--- config.mk ---
export PLATFORM = sky130hd
export DESIGN_NAME = defuzz_centroid
export DESIGN_NICKNAME = d
export VERILOG_FILES = /design/src/rtl/defuzz_centroid.sv
export SDC_FILE = /design/constraint.sdc
export NUM_CORES = 1
export LEC_CHECK = 0
export BUFFER_PORTS_ARGS = -buffer_cell sky130_fd_sc_hd__buf_2
export CAP_MARGIN = 20
export CORE_MARGIN = 3
export CORE_UTILIZATION = 65
export CTS_BUF_LIST = sky130_fd_sc_hd__clkbuf_16
export DETAILED_ROUTE_END_ITERATION = 8
export GPL_ROUTABILITY_DRIVEN = 0
export GPL_TIMING_DRIVEN = 0
export PLACE_DENSITY = 0.85
export SETUP_SLACK_MARGIN = 0.4
export SYNTH_ARGS = -nofsm -noshare
export SYNTH_HDL_FRONTEND = slang
export SYNTH_SLANG_ARGS = --single-unit
--- constraint.sdc ---
create_clock -name clk -period 17.5 [get_ports clk]
set_input_delay 3.5 -clock clk [delete_from_list [all_inputs] [get_ports clk]]
set_output_delay 3.5 -clock clk [all_outputs]
set_load 0.03 [all_outputs]
--- src/rtl/defuzz_centroid.sv ---
`timescale 1ns/1ps
// defuzz_centroid
// Sequential centroid defuzzifier. Accepts one (degree, singleton) pair per
// cycle, accumulates sum(mu) and sum(mu*s), then runs an 8-step restoring
// division to present y = sum(mu*s) / sum(mu) as a Q7.0 signed value.
//
// Ports:
//   clk        single clock, all state on rising edge
//   rst        synchronous active-high reset
//   in_valid   input beat valid
//   in_ready   block can accept a beat (only in the accumulate phase)
//   in_mu      rule strength, Q1.15 unsigned
//   in_s       rule singleton, Q7.0 signed
//   in_last    final beat of the frame
//   out_valid  result valid
//   out_ready  downstream accepts result
//   out_y      crisp result, Q7.0 signed
//   out_zero   frame had sum(mu) = 0, out_y forced to 0
module defuzz_centroid #(
  parameter int N_MAX = 16
) (
  input  logic        clk,
  input  logic        rst,
  input  logic        in_valid,
  output logic        in_ready,
  input  logic [15:0] in_mu,
  input  logic [7:0]  in_s,
  input  logic        in_last,
  output logic        out_valid,
  input  logic        out_ready,
  output logic [7:0]  out_y,
  output logic        out_zero
);

  localparam int LOG2 = $clog2(N_MAX);
  localparam int MW   = 16 + LOG2;
  localparam int WW   = 24 + LOG2;

  typedef enum logic [1:0] {ACC, DIV, OUT} state_t;

  state_t             state;
  state_t             state_next;

  logic [LOG2-1:0]    beat_cnt;
  logic [MW-1:0]      sum_mu;
  logic signed [WW-1:0] sum_w;
  logic signed [WW-1:0] prod;
  logic [3:0]         div_cnt;
  logic [WW-1:0]      rem;
  logic [7:0]         quot;

  logic               beat_fire;
  logic               frame_close;
  logic               div_done;
  logic               out_fire;

  logic [WW-1:0]      abs_w;
  logic [WW-1:0]      rem_cur;
  logic [WW-1:0]      rem_next;
  logic [WW-1:0]      dshift;
  logic [2:0]         bit_idx;
  logic               take;
  logic [7:0]         y_signed;

  assign beat_fire   = in_valid && in_ready;
  // The N_MAX-th beat closes the frame even without in_last, which is what
  // bounds the accumulator widths.
  assign frame_close = beat_fire && (in_last || (beat_cnt == LOG2'(N_MAX - 1)));
  assign div_done    = (state == DIV) && (div_cnt == 4'd8);
  assign out_fire    = out_valid && out_ready;

  // Unsigned degree times signed singleton, widened to the accumulator size
  // so the product sign-extends into sum_w.
  assign prod = WW'($signed({1'b0, in_mu})) * WW'($signed(in_s));

  // One restoring-division step. The dividend magnitude is taken straight
  // from sum_w on the first step so no separate load cycle is needed; the
  // divisor is pre-shifted to the weight of the quotient bit being decided.
  // The quotient never exceeds 128, so starting at bit 7 cannot overflow.
  always_comb begin
    abs_w    = sum_w[WW-1] ? WW'(-sum_w) : WW'(sum_w);
    rem_cur  = (div_cnt == 4'd0) ? abs_w : rem;
    bit_idx  = 3'd7 - div_cnt[2:0];
    dshift   = WW'(sum_mu) << bit_idx;
    take     = (rem_cur >= dshift);
    rem_next = take ? (rem_cur - dshift) : rem_cur;
    y_signed = sum_w[WW-1] ? 8'(-quot) : quot;
  end

  // State register.
  always_ff @(posedge clk) begin
    if (rst) begin
      state <= ACC;
    end else begin
      state <= state_next;
    end
  end

  // Next-state logic: accumulate until the frame closes, divide for eight
  // cycles plus one load cycle, then hold the result until it is taken.
  always_comb begin
    state_next = state;
    case (state)
      ACC:     if (frame_close) state_next = DIV;
      DIV:     if (div_done)    state_next = OUT;
      OUT:     if (out_fire)    state_next = ACC;
      default: state_next = ACC;
    endcase
  end

  // Output decode. in_ready is masked by rst so nothing is taken on a reset
  // edge, and never looks at in_valid.
  always_comb begin
    in_ready  = (state == ACC) && !rst;
    out_valid = (state == OUT);
  end

  // Datapath: accumulators, divider and registered result.
  always_ff @(posedge clk) begin
    if (rst) begin
      beat_cnt <= '0;
      sum_mu   <= '0;
      sum_w    <= '0;
      div_cnt  <= '0;
      rem      <= '0;
      quot     <= '0;
      out_y    <= '0;
      out_zero <= 1'b0;
    end else begin
      case (state)
        ACC: begin
          if (beat_fire) begin
            sum_mu   <= sum_mu + MW'(in_mu);
            sum_w    <= sum_w + prod;
            beat_cnt <= beat_cnt + LOG2'(1);
          end
        end
        DIV: begin
          if (!div_done) begin
            rem     <= rem_next;
            quot    <= {quot[6:0], take};
            div_cnt <= div_cnt + 4'd1;
          end else begin
            // With an empty frame the quotient is meaningless; report zero.
            out_y    <= (sum_mu == '0) ? 8'd0 : y_signed;
            out_zero <= (sum_mu == '0);
          end
        end
        OUT: begin
          if (out_fire) begin
            beat_cnt <= '0;
            sum_mu   <= '0;
            sum_w    <= '0;
            div_cnt  <= '0;
            rem      <= '0;
            quot     <= '0;
          end
        end
        default: ;
      endcase
    end
  end

endmodule

==> results.tsv <==
stage	metric	value	unit
run_status	status	completed	
clock_network	# hold bufs at CTS	0	
setup_path	Worst R2R Setup Slack	11530	ps
setup_path	RR Startpoint	sum_w[6]	
yosys	most common cell in the netlist	nand2_1	
clock_network	CTS tree	yes	
place	Detailed Place HPWL	27300	µm
clock_network	Post-CTS Setup Inserts	0	
clock_network	H-tree Lvls	3	
setup_path	CP Data Required Time	17790	ps
power_and_ir_drop	PwrDens	201	nW/µm²
die	Die Width	145	µm
final_layout	Syn-to-layout area delta	6.70	%
yosys	Post-synth EDFFs	0	
timing	Post-Route Setup TNS	0	ps
yosys	top cell type's share of synthesized area	17.4	%
yosys	Netlist Area Pre-Place	12500	µm²
place	Port Buffers	39	
power_and_ir_drop	Leakage	5.97	nW
global_route	GR Util All Layers	33.3	%
timing	Max Fclk	0.105	GHz
setup_path	slowest CP cell	or4b_2	
timing	relative slew slack	37.8	%
clock_network	CTS clk-pin slew, worst paths	70	ps
clock_network	clock net sink count	103	
yosys	Post-Synth XOR/XNOR Area	6.99	%
timing	Least-Margin Pin Slew	929	ps
setup_path	cell chain of the critical path	buf_2 -> inv_1 -> buf_1 -> fa_1 -> inv_1 -> fa_1 -> fa_1 -> fa_1 -> fa_1 -> ha_1 -> nor2b_1 -> a311o_1 -> a221oi_2 -> a211oi_1 -> nor2_1 -> o31ai_1 -> or4b_2 -> a41oi_1	
global_route	vias in the first global route	11100	
min_path	Hold Path Stages	2	
min_path	Hold Path Origin	rem[18]	
global_route	largest net degree at the start of global routing	18	
yosys	Post-synth ARST share	0	%
final_layout	final-layout fill cell count	1457	
min_path	Hold Crit Class	flip-flop to flip-flop	
yosys	Netlist cell types	70	
setup_path	Reg-to-Reg End	sum_w[26]	
yosys	simple-gate portion of the synthesized area	19.0	%
run	Max-Cap Viols	0	
setup_path	Arr. time, crit path	9800	ps
yosys	synth cell count leaders	nand2_1 (176), a21oi_1 (136), ha_1 (124)	
setup_path	crit path max fanout	10	
timing	final slew viol count	0	
routing	drt first pass iters	6	
die	Rows	50	
die	Initial Utilization	66.6	%
yosys	Synth Area in Adders	29.8	%
clock_network	worst skew pair latency	360	ps
yosys	Syn Area/Cell	8.29	µm²
final_layout	FF+latch area	2060	µm²
yosys	post-synthesis instance total	1513	
setup_path	CP endpoint kind	flip-flop	
yosys	largest family of logic cells by synthesized area	adder cells	
setup_path	max incr delay on CP	630	ps
final_layout	Net count, final	1825	
power_and_ir_drop	Worst IR Drop VDD	0.154	mV
final_layout	n_diodes	0	
timing	endpoints failing hold	0	
routing	DRC viols	0	
routing	via-per-instance ratio	6.32	
routing	DR iter-0 viols	1126	
yosys	dominant synthesized flop cell	dfxtp_1	
setup_path	Crit path buffers/inverters	4	
clock_network	root buffer selected by CTS	clkbuf_16	
yosys	complex-gate fraction of the synthesized area	17.0	%
power_and_ir_drop	Final Total Pwr	0.00269	W
timing	RSZ-0062 raised after global routing	no	
clock_network	TritonCTS Buffers	9	
yosys	register area share after synthesis	16.4	%
global_route	initial antenna violation count	0	
min_path	Worst Hold Path EP	rem[18]	
clock_network	CTS Buffer Depth	2	
die	die area	21000	µm²
setup_path	critical path depth in cells	18	
die	total core area	18800	µm²
setup_path	crit-path most repeated cell	fa_1	
yosys	Area contributors post-synth	fa_1 (17%), dfxtp_1 (16%), ha_1 (12%)	
setup_path	critical path's top delay family	adder cells	
global_route	remaining global-route overflow	0	
timing	period utilisation layout	54.4	%
routing	DRT antenna net count	0	
final_layout	layout cells sized above 1	5.42	%
yosys	post-synthesis mux area share	5.01	%
yosys	register bit count reported by yosys	103	
timing	Clock Skews	5.33	ps
setup_path	r2r worst-path depth	18	
global_route	first-pass GRT wire length	55500	µm
routing	routed len/inst	18.6	µm
die	Die Y-Extent	145	µm
routing	DR vias	11600	
yosys	Post-Syn Nets	1775	
timing	Final Setup Violations	0	
final_layout	multi-input logic area	9750	µm²
timing	crit path time final	9510	ps
setup_path	Crit Path Class	primary input to flip-flop	
die	Ports	40	
setup_path	CP startpoint kind	primary input	
clock_network	Resized Gates After CTS	0	
yosys	Ys Warns	0	
yosys	post-synth top area cell	fa_1	
routing	Routed WL	34100	µm
[tightest hold or removal path: stages, from the launching register on]
cell,delay (ps)
dfxtp_1,310
nand2_1,50
o21ai_1,50
[cells by family after synthesis]
family | count (synthesis)
adder cells (fa/ha/maj) | 233
AND/OR/NAND/NOR | 497
flip-flops | 103
XOR/XNOR | 100
multiplexers | 51
AO/OA/AOI/OAI | 346
buffers and inverters | 183
[worst max path at each step]
stage / from / endpoint / slack, ps
global route: in_s[7] / sum_w[26] / 7680
finish: in_s[7] / sum_w[26] / 7990
global placement: in_s[7] / sum_w[26] / 7710
detailed placement: in_s[7] / sum_w[26] / 7650
floorplan: in_s[2] / sum_w[26] / 8640
CTS: in_s[7] / sum_w[26] / 8010
[per-layer routing]
layer | share of wire (%) | global-route usage (%) | wire length [µm]
met1 | 41 | 44.5 | 14000
met2 | 45 | 53.0 | 15400
met3 | 9.2 | 6.54 | 3120
met4 | 4.7 | 14.3 | 1600
met5 | 0 | 0 | 0
[layout make-up]
type,instances,area share [%]
buffer,65,2.10
tap,260,2.43
clock buffer,9,1.68
timing repair buffer,39,1.46
clock inverter,6,0.702
multi-input combinational,1227,72.9
inverter,118,3.33
sequential,103,15.4
[power breakdown]
group          internal, W  switching [W]  total, W
logic             0.000908        0.00124   0.00214
clock network     0.000126      0.0000983  0.000225
registers         0.000277      0.0000409  0.000318
total              0.00131        0.00138   0.00269
[metrics by stage]
step                      instances  hold WS (ps)  util, %  instance area, µm²  setup slack (ps)
after floorplan                1513           425        -               12500              8640
after global placement         1812           436     69.3               13100              7710
after detailed placement       1812           442     69.3               13100              7650
after CTS                      1827           452     71.0               13400              8010
after global routing           1827           468     71.0               13400              7680
final                          1827           453     71.0               13400              7990
[flip-flops by register name, summed over array words and instances, names as in the netlist]
name and flops:
quot 8, div_cnt 4, beat_cnt 4, out_y 8, sum_mu 20, state 2
rem 28, sum_w 28, out_zero 1
[placed cells by master, fill, tap and decap left out, types with 5 or more instances in the layout]
cell,n
nor2_1,97
a22oi_1,8
xor2_1,33
nor3_1,12
nand2_1,176
buf_2,40
or3_1,7
nor4_1,7
xnor2_1,67
dfxtp_1,103
fa_1,109
clkbuf_16,9
a2111o_1,5
o21a_1,7
a21oi_1,136
o21ai_0,70
a211oi_1,11
o211ai_1,8
and2_1,74
a31oi_1,9
o31ai_1,13
o21bai_1,7
mux2i_1,38
inv_1,116
buf_1,9
nand3_1,60
nand4_1,10
clkbuf_1,51
nand2b_1,18
o21ai_1,13
nor2b_1,15
ha_1,124
mux4_2,9
a21o_1,17
a32oi_1,8
Note: power is estimated with default switching activity, not from simulation.
